### src/rtl/sym_packer_pkg.sv
// Shared constants and types for the symbol-to-byte packer.
package sym_packer_pkg;

    localparam int SYM_W  = 3;
    localparam int BYTE_W = 8;
    localparam int ACC_W  = BYTE_W - 1 + SYM_W;
    localparam int CNT_W  = 4;

    localparam logic [CNT_W-1:0] PAY_BITS_2 = CNT_W'(2);
    localparam logic [CNT_W-1:0] PAY_BITS_3 = CNT_W'(3);
    localparam logic [CNT_W-1:0] CNT_BYTE   = CNT_W'(BYTE_W);

    typedef enum logic [0:0] {
        ST_ACC,
        ST_FLUSH_PEND
    } pk_state_e;

    // Left-justify the n (1..7) valid low bits of acc into a byte, zero-padding the LSBs.
    function automatic logic [BYTE_W-1:0] pad_residue(
        input logic [ACC_W-1:0] acc,
        input logic [CNT_W-1:0] n
    );
        return BYTE_W'(acc << (CNT_BYTE - n));
    endfunction

endpackage

### src/rtl/sym_packer_if.sv
// Symbol-in / byte-out bus of the packer.
interface sym_packer_if;
    import sym_packer_pkg::*;

    logic [SYM_W-1:0]  sym_in;
    logic              sym_valid;
    logic              bit4;
    logic              flush;
    logic              hold;
    logic [BYTE_W-1:0] DB;
    logic              wr;
    logic              overflow;

    modport master (
        output sym_in, sym_valid, bit4, flush, hold,
        input  DB, wr, overflow
    );

    modport slave (
        input  sym_in, sym_valid, bit4, flush, hold,
        output DB, wr, overflow
    );
endinterface

### src/rtl/sym_out_buf.sv
// Single-byte output register: holds a packed byte until the downstream takes it,
// flags a sticky overflow when a new byte arrives while the held one is stalled.
module sym_out_buf
    import sym_packer_pkg::*;
(
    input  logic              Clk,
    input  logic              Rst,
    input  logic              load_i,
    input  logic [BYTE_W-1:0] byte_i,
    input  logic              hold_i,
    output logic [BYTE_W-1:0] db_o,
    output logic              wr_o,
    output logic              overflow_o
);
    logic              full_q, full_d;
    logic [BYTE_W-1:0] db_q, db_d;
    logic              ovf_q, ovf_d;
    logic              wr;

    // Load/drain/drop decision for the held byte.
    always_comb begin
        wr     = full_q & ~hold_i;
        full_d = full_q;
        db_d   = db_q;
        ovf_d  = ovf_q;
        if (load_i) begin
            if (!full_q || wr) begin
                db_d   = byte_i;
                full_d = 1'b1;
            end else begin
                ovf_d  = 1'b1;
            end
        end else if (wr) begin
            full_d = 1'b0;
        end
    end

    // Buffer state registers.
    always_ff @(posedge Clk or negedge Rst) begin
        if (!Rst) begin
            full_q <= 1'b0;
            db_q   <= '0;
            ovf_q  <= 1'b0;
        end else begin
            full_q <= full_d;
            db_q   <= db_d;
            ovf_q  <= ovf_d;
        end
    end

    assign db_o       = db_q;
    assign wr_o       = wr;
    assign overflow_o = ovf_q;

endmodule

### src/rtl/sym_packer.sv
// Packs 3-bit symbols (3 or 2 payload bits each) MSB-first into bytes, with flush
// of partial bytes and a one-byte output buffer.
module sym_packer
    import sym_packer_pkg::*;
(
    input  logic        Clk,
    input  logic        Rst,
    sym_packer_if.slave bus
);
    pk_state_e         state_q, state_d;
    logic [ACC_W-1:0]  acc_q, acc_d;
    logic [CNT_W-1:0]  cnt_q, cnt_d;
    logic              bit4_q;

    logic [CNT_W-1:0]  cnt_base;
    logic [CNT_W-1:0]  cnt_abs;
    logic [ACC_W-1:0]  acc_abs;
    logic              emit;
    logic [BYTE_W-1:0] emit_byte;

    // Mode-change discard, pending residue, symbol absorb, then byte/flush emission.
    // A pending residue is taken before the new symbol so that symbol starts a fresh byte;
    // at most one byte leaves per cycle because a fresh symbol alone never fills a byte.
    always_comb begin
        state_d   = state_q;
        emit      = 1'b0;
        emit_byte = '0;
        cnt_base  = (bus.bit4 != bit4_q) ? '0 : cnt_q;
        acc_abs   = acc_q;

        if (state_q == ST_FLUSH_PEND) begin
            if (cnt_base != '0) begin
                emit      = 1'b1;
                emit_byte = pad_residue(acc_q, cnt_base);
            end
            cnt_base = '0;
            state_d  = ST_ACC;
        end

        cnt_abs = cnt_base;
        if (bus.sym_valid) begin
            if (bus.bit4) begin
                acc_abs = {acc_q[ACC_W-3:0], bus.sym_in[1:0]};
                cnt_abs = cnt_base + PAY_BITS_2;
            end else begin
                acc_abs = {acc_q[ACC_W-4:0], bus.sym_in};
                cnt_abs = cnt_base + PAY_BITS_3;
            end
        end

        if (state_q == ST_ACC) begin
            if (cnt_abs >= CNT_BYTE) begin
                emit      = 1'b1;
                emit_byte = BYTE_W'(acc_abs >> (cnt_abs - CNT_BYTE));
                cnt_abs   = cnt_abs - CNT_BYTE;
                if (bus.flush) begin
                    state_d = ST_FLUSH_PEND;
                end
            end else if (bus.flush && cnt_abs != '0) begin
                emit      = 1'b1;
                emit_byte = pad_residue(acc_abs, cnt_abs);
                cnt_abs   = '0;
            end
        end

        acc_d = acc_abs;
        cnt_d = cnt_abs;
    end

    // Packer state registers.
    always_ff @(posedge Clk or negedge Rst) begin
        if (!Rst) begin
            state_q <= ST_ACC;
            acc_q   <= '0;
            cnt_q   <= '0;
            bit4_q  <= 1'b0;
        end else begin
            state_q <= state_d;
            acc_q   <= acc_d;
            cnt_q   <= cnt_d;
            bit4_q  <= bus.bit4;
        end
    end

    sym_out_buf u_out_buf (
        .Clk        (Clk),
        .Rst        (Rst),
        .load_i     (emit),
        .byte_i     (emit_byte),
        .hold_i     (bus.hold),
        .db_o       (bus.DB),
        .wr_o       (bus.wr),
        .overflow_o (bus.overflow)
    );

endmodule

### src/flat_wrapper.sv
// flat-port wrapper written by rule: the top's interface ports become plain ports
module sym_packer_flat import sym_packer_pkg::*;
  (Clk, Rst, bus_sym_in, bus_sym_valid, bus_bit4, bus_flush, bus_hold, bus_DB, bus_wr, bus_overflow);
  sym_packer_if bus_i ();
  input  logic Clk;
  input  logic Rst;
  input wire logic [$bits(bus_i.sym_in)-1:0] bus_sym_in;
  input wire logic [$bits(bus_i.sym_valid)-1:0] bus_sym_valid;
  input wire logic [$bits(bus_i.bit4)-1:0] bus_bit4;
  input wire logic [$bits(bus_i.flush)-1:0] bus_flush;
  input wire logic [$bits(bus_i.hold)-1:0] bus_hold;
  output wire logic [$bits(bus_i.DB)-1:0] bus_DB;
  output wire logic [$bits(bus_i.wr)-1:0] bus_wr;
  output wire logic [$bits(bus_i.overflow)-1:0] bus_overflow;
  assign bus_i.sym_in = bus_sym_in;
  assign bus_i.sym_valid = bus_sym_valid;
  assign bus_i.bit4 = bus_bit4;
  assign bus_i.flush = bus_flush;
  assign bus_i.hold = bus_hold;
  assign bus_DB = bus_i.DB;
  assign bus_wr = bus_i.wr;
  assign bus_overflow = bus_i.overflow;
  sym_packer u_core (.Clk(Clk), .Rst(Rst), .bus(bus_i));
endmodule
### config.mk
export PLATFORM = sky130hd
export DESIGN_NAME = sym_packer_flat
export DESIGN_NICKNAME = d
export VERILOG_FILES = /design/src/rtl/sym_packer_pkg.sv /design/src/rtl/sym_packer_if.sv /design/src/rtl/sym_out_buf.sv /design/src/rtl/sym_packer.sv /design/src/flat_wrapper.sv
export SDC_FILE = /design/constraint.sdc
export NUM_CORES = 1
export LEC_CHECK = 0
export CAP_MARGIN = 10
export CORE_MARGIN = 2
export CORE_UTILIZATION = 45
export DETAILED_ROUTE_END_ITERATION = 8
export HOLD_SLACK_MARGIN = 0.12
export MAX_ROUTING_LAYER = met4
export PLACE_DENSITY = 0.61
export SYNTH_ARGS = -nofsm -noshare
export SYNTH_HDL_FRONTEND = slang
export SYNTH_SLANG_ARGS = --single-unit
### constraint.sdc
create_clock -name Clk -period 3.8 [get_ports Clk]
set_clock_uncertainty 0.1 [all_clocks]
set_input_delay 0.76 -clock Clk [delete_from_list [all_inputs] [get_ports Clk]]
set_output_delay 0.76 -clock Clk [all_outputs]
set_load 0.005 [all_outputs]
# Yosys cells after proc, flatten, opt, wreduce, memory -nomap -nowiden
# Index checks and enable logic that the tools add are counted.
# totals
regBits	26
input_bits	9
elab_cells	55
# classes
n_addsub	5
n_lt_le_gt_ge	1
eq_ne	2
shift	3
muxes	25
n_bitwise	3
reduce_logical	9
# ops
operator	n
8-bit two-way mux	5
4-bit two-way mux	7
10-bit two-way mux	2
10-bit by 4-bit << shifter with 8-bit output	2
1-bit two-way mux	11
10-bit by 4-bit right shift with 8-bit output	1
4-bit by 2-bit adder with 4-bit output (second input constant)	2
4-bit nonzero test	2
4-bit subtractor (first input constant)	2
2-bit AND reduction	3
4-bit greater-or-equal comparator (second input constant)	1
4-bit subtractor (second input constant)	1
2-bit inequality test (second input constant)	1
1-bit NOT	2
2-bit nonzero test	1
1-bit AND	1
1-bit logical AND	1
1-bit zero test	1
1-bit logical OR	1
1-bit inequality test	1

# Depth between registers and ports, before layout
# Gate-level depths: netlist (run 1).
# logic_depth
word_depth	13
depth_mapped	16
ltp_nobuf	13

# Cells and area by module
# From an unflattened synthesis (run 1), not the netlist that was laid out.
# unflattened
cells_unflattened	303
hier_area_um2	2683.8
# modules_own_cells
module	n_inst	cells_each	area_per_inst_um2
sym_packer	1	281	2301.0
sym_out_buf	1	22	382.9

# Least setup slack after synthesis (run 1)
# No wires, ideal clock.
# synth_path
path_type	input port to flip-flop
from	input port bus_bit4
to	register u_core.u_out_buf.db_q[4] (netlist: u_core.u_out_buf.db_o[4])
setup_ns	0.095
t_arrival_ns	3.216
required_ns	3.605
path_slack_ns	0.388
stages	14
path_buffers	3
path_cell_list	xnor2_1 -> buf_2 -> nand3_1 -> ha_1 -> inv_1 -> o221ai_2 -> nand2_4 -> inv_4 -> buf_12 -> ha_1 -> clkbuf_1 -> o41ai_1 -> a21oi_1 -> o31ai_1
# synth_via
elab_chain_cells	12
elab_cells_between_ends	30
cone_classes	5 x add/sub; 1 x order compare; 1 x eq/ne; 3 x shift; 16 x mux; 4 x reduce/logical
# synth_lines
element	line	source
start, declared	flat_wrapper.sv:9	input wire logic [$bits(bus_i.bit4)-1:0] bus_bit4;
parallel branches: the longest is 12 deep, another holds 4-bit by 2-bit adder with 4-bit output	-	
end signal, assigned	sym_out_buf.sv:42	db_q <= '0;
end signal, assigned	sym_out_buf.sv:46	db_q <= db_d;
end, declared	sym_out_buf.sv:16	logic [BYTE_W-1:0] db_q, db_d;
# Parallel ways; which one is timed is not known.
# A chain may end at the register's enable or synchronous reset.

# Worst setup path in the final report (run 1)
# layout_path
from	input port bus_bit4
to	register u_core.u_out_buf.db_q[0] (netlist: u_core.u_out_buf.db_o[0])
# Same word-level chain as after synthesis.

==> results.py, run 1 <==
metrics = {
    "logic_synthesis": {
        "synth_cell_types": 70,
        "synth_top_area_share_pct": 25.5,
        "syn-cell-area_sq_um": 2550,
        "yosysMostFrequentCell": "nor2_1",
        "synth_seq_area_share_pct": 25.5,
        "synth_nets": 325,
        "synthFlopType": "dfrtp_1",
        "ys_ff_latch": 26,
        "synth_common_cells": "nor2_1, mux2i_1, dfrtp_1, a21oi_1, nand2_1",
        "synthArstFlopShare_pct": 100,
        "synthTopCellsByArea": "dfrtp_1, mux2i_1, nor2_1, a21oi_1, a211oi_1",
        "synth_enable_flop_cells": 0,
        "synth_cells": 311,
        "synth_top_cell_by_area": "dfrtp_1",
        "avgSynthCellArea_sq_um": 8.20,
        "yosys_warnings": 0,
    },
    "detailed_routing": {
        "vias": 2603,
        "via_per_inst": 5.96,
        "drt_pass1_iterations": 5,
        "drt_iter0_drc": 179,
        "wire_per_inst_microns": 18.3,
        "drc": 0,
        "drtAntennaViolNets": 0,
        "wirelength_microns": 7990,
    },
    "global_routing": {
        "antenna_found_initial": 0,
        "grt_pass1_wl_microns": 13100,
        "first_global_vias": 2561,
        "grt_overflow_total": 0,
        "grt_use_total_pct": 27.8,
        "grt_max_degree": 27,
    },
    "sta": {
        "tightest_slew_ns": 0.564,
        "setup_viol": 0,
        "fin_ws_ns": 0.162,
        "slew_headroom_pct": 62.1,
        "slew_viol_final": 0,
        "hold_violations": 0,
        "finalCriticalPeriod_ns": 3.64,
        "whs_ns": 0.405,
        "rsz0062_at_grt": "no",
        "fin_crit_sh_pct": 95.7,
        "fmax_mhz": 275,
    },
    "finish": {
        "antennaDiodeCount": 0,
        "layout.nets": 380,
        "area_growth_syn_to_layout_pct": 24.1,
        "drive_gt1_share_pct": 21.1,
        "fillCellCount": 507,
    },
    "setup_path": {
        "end_kind": "flop",
        "worst-path-max-fanout": 8,
        "criticalPathCategory": "input port to flop",
        "start_kind": "input port",
        "cp_data_required_time_ns": 3.92,
        "crit_arrival_ns": 3.75,
    },
    "place": {
        "post-dp-hpwl_microns": 6300,
        "portBuffers": 18,
        "dp_slack_ns": -0.123,
        "gp_congestion": 0.986,
    },
    "power_and_ir_drop": {
        "p_int_uw": 703,
        "ir_drop_mv": 0.281,
        "p_sw_share_pct": 36.9,
        "p_sw_uw": 411,
        "combPwrFrac_pct": 45.5,
        "seqPwrFrac_pct": 32.8,
        "clockPowerShare_pct": 21.7,
        "p_per_area_nw_per_um2": 352,
        "p_leak_uw": 0.00135,
    },
    "floorplan": {
        "die_h_microns": 79.3,
        "core_sq_um": 5510,
        "fp.dieArea_sq_um": 6290,
        "die_w_microns": 79.3,
        "initial_core_util_pct": 46.3,
        "rows": 27,
        "io_pins": 19,
    },
    "clock_tree": {
        "post_cts_buffers": 0,
        "clkLatencyLatePin_ns": 0.28,
        "htree_levels": 1,
        "cts.sinks": 26,
        "clk_path_buf_depth": 2,
        "cts_buffers": 3,
        "cts-root-buf": "clkbuf_8",
        "path_clk_slew_ns": 0.11,
        "cts_tree": "built",
    },
    "hold_path": {
        "hold_class": "flop to flop",
    },
    "flow_run": {
        "maxCapViolations": 0,
    },
    "status": {
        "status": "finished clean",
    },
}
==> repair_timing <==
action | CTS | global route
hold buffers | 0 | 0
gates resized for setup | 0 | 1
endpoints found under the setup margin | 0 | 2
==> power by group through the flow <==
stage,Clock [uW],Sequential (uW),Combinational (uW)
after global routing,257,373,556
final,242,366,507
after global placement,0,371,503
after CTS,248,365,505
after floorplan,0,348,319
after detailed placement,0,370,500
==> flip-flops by register name (all words and copies together) (netlist names) <==
register                     cells
u_core.acc_q                    10
u_core.bit4_q                    1
u_core.cnt_q                     4
u_core.state_q                   1
u_core.u_out_buf.db_o            8
u_core.u_out_buf.full_q          1
u_core.u_out_buf.overflow_o      1
==> worst paths after layout <==
check	startpoint	to	slack [ns]	cells past startpoint
setup / recovery	bus_bit4	u_core.u_out_buf.db_o[0]	0.16	12
hold reg to reg	u_core.u_out_buf.db_o[4]	u_core.u_out_buf.db_o[4]	0.40	2
max in group asynchronous	Rst	u_core.acc_q[7]	2.58	2
min in group asynchronous	Rst	u_core.bit4_q	0.75	2
hold / removal	u_core.u_out_buf.db_o[4]	u_core.u_out_buf.db_o[4]	0.40	2
setup reg to reg	u_core.state_q	u_core.u_out_buf.db_o[0]	0.55	13
==> stage by stage <==
step | power [uW] | setup TNS (ns) | cells | cell area, sq um | utilization, %
2_1_floorplan | 667 | 0 | 311 | 2550 | -
3_3_place_gp | 873 | -0.180 | 433 | 3090 | 56.2
3_5_place_dp | 871 | -0.654 | 433 | 3090 | 56.2
4_1_cts | 1120 | 0 | 437 | 3170 | 57.5
5_1_grt | 1190 | 0 | 437 | 3170 | 57.5
6_report | 1110 | 0 | 437 | 3170 | 57.5
==> metal layers <==
layer	up-vias	global-route usage, %	part of all wire [%]
li1	1273	-	-
met1	1250	39.6	48
met2	71	41.7	47
met3	9	3.98	4.0
met4	0	6.90	1.3
met5	-	-	0
==> critical path, cell delays in order <==
cell and delay (ns):
clkdlybuf4s50_1 0.44, xnor2_1 0.31, nand3_1 0.18, ha_1 0.32, and3_1 0.17, a31o_1 0.20
or2_1 0.31, buf_4 0.20, a2111oi_0 0.45, buf_4 0.19, o21ai_1 0.05, a31oi_1 0.16
==> logic make-up after synthesis <==
kind of cell    Yosys count  synth area share, %
flops                    26                 25.5
fa+ha+maj                 5                 2.45
buf+inv                  33                 6.47
mux                      32                 13.4
compound gates           87                 23.8
xor+xnor                  9                 3.83
simple gates            119                 24.6
==> final cells by class <==
type	instances	area [sq um]	share of cell area [%]
Timing Repair Buffer	69	563	17.8
Tap cell	72	90.1	2.85
Inverter	14	55.1	1.74
Multi-Input combinational cell	252	1740	54.8
Sequential cell	26	651	20.6
Clock inverter	1	30.0	0.949
Clock buffer	3	41.3	1.30
==> cell usage in the layout (no fill, tap or decap), types with 7 or more instances in the layout <==
master and count:
nor2_1 33, mux2i_1 27, nand2_1 20, and3_1 7, nand3_1 11, a211oi_1 11
o21ai_0 9, clkdlybuf4s50_1 18, nor3_1 16, dfrtp_1 26, a21oi_1 21, inv_1 12
buf_4 51
Note: power is estimated with default switching activity, not from simulation.
==> inputs of run 2 (changes only) <==
--- a/config.mk
+++ b/config.mk
@@ -12,6 +12,7 @@
 export HOLD_SLACK_MARGIN = 0.12
 export MAX_ROUTING_LAYER = met4
 export PLACE_DENSITY = 0.61
+export SLEW_MARGIN = 20
 export SYNTH_ARGS = -nofsm -noshare
 export SYNTH_HDL_FRONTEND = slang
 export SYNTH_SLANG_ARGS = --single-unit
==> constraint.sdc (replaced) <==
create_clock -name Clk -period 4 [get_ports Clk]
set_clock_uncertainty 0.1 [all_clocks]
set_input_delay 0.8 -clock Clk [delete_from_list [all_inputs] [get_ports Clk]]
set_output_delay 0.8 -clock Clk [all_outputs]
set_load 0.005 [all_outputs]
==> run 2 against run 1 <==
Combinational power decreased by 12%. Largest cell class unchanged. Critical path depth unchanged. Count of clock-buffer cells in the layout unchanged. Cell count decreased by 5.7%. Setup slack improved by 0.20 ns. Sequential power decreased by 4%. Utilization decreased by 3.4 points. Via count decreased by 1.3%. First-iteration DRC count increased by 7.3%. Register-to-register slack improved by 0.23 ns. Largest power group unchanged. Power decreased by 8.4%. Wire length decreased by 1.1%.
==> results.py, run 2 (same netlist as run 1, synthesis figures left out) <==
metrics = {
    "setup_path": {
        "path_buf_inv": 2,
        "reg2reg_depth": 11,
        "crit_path_cell_trace": "clkdlybuf4s50_1 > xnor2_1 > nand3_1 > ha_1 > and3_1 > a31o_1 > or2_1 > xnor2_1 > buf_4 > o41ai_1 > a21oi_1 > o31ai_1",
        "slowest_stage": "clkdlybuf4s50_1",
        "end_kind": "flop",
        "criticalPathCategory": "input port to flop",
        "cp.depth": 12,
        "max_stage_delay_ns": 0.43,
        "start_kind": "input port",
        "worst-path-max-fanout": 5,
        "path_delay_family": "compound AO/OA/AOI/OAI gates",
        "crit_arrival_ns": 3.71,
        "crit_top_cell": "xnor2_1",
        "cp_data_required_time_ns": 4.08,
    },
    "global_routing": {
        "grt_use_total_pct": 27.2,
        "antenna_found_initial": 0,
        "first_global_vias": 2450,
        "grt_max_degree": 27,
        "grt_overflow_total": 0,
        "grt_pass1_wl_microns": 12900,
    },
    "power_and_ir_drop": {
        "p_leak_uw": 0.00123,
        "ir_drop_mv": 0.210,
        "p_per_area_nw_per_um2": 343,
    },
    "sta": {
        "fin_crit_sh_pct": 90.8,
        "fmax_mhz": 275,
        "whs_ns": 0.385,
        "finalCriticalPeriod_ns": 3.63,
        "hold_violations": 0,
        "slew_viol_final": 0,
        "finalSetupTns_ns": 0,
        "slew_headroom_pct": 62.6,
        "rsz0062_at_grt": "no",
        "setup_viol": 0,
        "tightest_slew_ns": 0.556,
    },
    "place": {
        "portBuffers": 18,
        "gp_congestion": 0.966,
        "post-dp-hpwl_microns": 6180,
    },
    "finish": {
        "antennaDiodeCount": 0,
        "layout.cells.most_common_list": "nor2_1, mux2i_1, buf_4, dfrtp_1, a21oi_1",
        "drive_gt1_share_pct": 15.3,
        "largest_register_ffs": 10,
        "area_growth_syn_to_layout_pct": 16.7,
        "final_common_cell": "nor2_1",
        "layout.nets": 355,
        "largest-register": "u_core.acc_q",
    },
    "status": {
        "status": "finished clean",
    },
    "flow_run": {
        "maxCapViolations": 0,
    },
    "floorplan": {
        "die_h_microns": 79.3,
        "initial_core_util_pct": 46.3,
        "fp.dieArea_sq_um": 6290,
        "rows": 27,
        "io_pins": 19,
        "core_sq_um": 5510,
        "die_w_microns": 79.3,
    },
    "detailed_routing": {
        "wirelength_microns": 7900,
        "via_per_inst": 6.23,
        "wire_per_inst_microns": 19.2,
        "drt_iter0_drc": 192,
        "drt_pass1_iterations": 6,
        "drc": 0,
        "drtAntennaViolNets": 0,
        "vias": 2568,
    },
    "clock_tree": {
        "cts-root-buf": "clkbuf_8",
        "path_clk_slew_ns": 0.09,
        "cts.sinks": 26,
        "clkLatencyLatePin_ns": 0.28,
        "hold_buffers": 0,
        "cts_buffers": 3,
        "htree_levels": 1,
        "cts_tree": "built",
        "post_cts_buffers": 0,
        "cts_resized": 0,
        "clk_path_buf_depth": 2,
    },
    "hold_path": {
        "min_path_cells": 1,
        "hold_class": "flop to flop",
    },
}
[run 2: routing by layer]
| metal | vias to the layer above | track usage (%) | part of all wire (%) |
|---|---|---|---|
| met4 | 0 | 7.76 | 2.2 |
| met1 | 1251 | 39.0 | 48 |
| met3 | 16 | 2.61 | 3.8 |
| li1 | 1218 | - | - |
| met5 | - | - | 0 |
| met2 | 83 | 40.9 | 46 |
[run 2: power by group]
part | internal [uW] | switching, uW
clock network | 134 | 89.7
logic | 206 | 242
registers | 302 | 48.0
total | 642 | 380
[run 2: worst register-to-register path, cell delays in order (launching register included)]
cell	delay [ns]
dfrtp_1	0.54
inv_1	0.32
nand3_1	0.18
ha_1	0.31
and3_1	0.17
a31o_1	0.22
or2_1	0.32
xnor2_1	0.21
buf_4	0.17
o41ai_1	0.23
a21oi_1	0.08
o31ai_1	0.27
[run 2: worst paths after layout]
kind                       slack [ns]                     endpoint                   startpoint
max                              0.37     u_core.u_out_buf.db_o[4]                     bus_bit4
min                              0.39  u_core.u_out_buf.overflow_o  u_core.u_out_buf.overflow_o
max reg2reg                      0.78     u_core.u_out_buf.db_o[4]               u_core.state_q
min reg2reg                      0.39  u_core.u_out_buf.overflow_o  u_core.u_out_buf.overflow_o
max in group asynchronous        2.74     u_core.u_out_buf.db_o[7]                          Rst
min in group asynchronous        0.78              u_core.acc_q[1]                          Rst
[run 2: layout make-up]
class | instances | area [sq um]
Fill cell | 538 | 2530
Multi-Input combinational cell | 252 | 1740
Clock buffer | 3 | 41.3
Tap cell | 72 | 90.1
Sequential cell | 26 | 651
Timing Repair Buffer | 44 | 375
Clock inverter | 1 | 30.0
Inverter | 14 | 55.1
[run 2: metrics by stage]
stage | setup slack [ns] | cells | instance area [sq um] | util (%) | power, uW
global route | 0.0773 | 412 | 2980 | 54.1 | 1090
CTS | 0.346 | 412 | 2980 | 54.1 | 1020
finish | 0.366 | 412 | 2980 | 54.1 | 1020
global placement | 0.111 | 408 | 2910 | 52.8 | 796
detailed placement | 0.0883 | 408 | 2910 | 52.8 | 795
floorplan | 0.548 | 311 | 2550 | - | 634
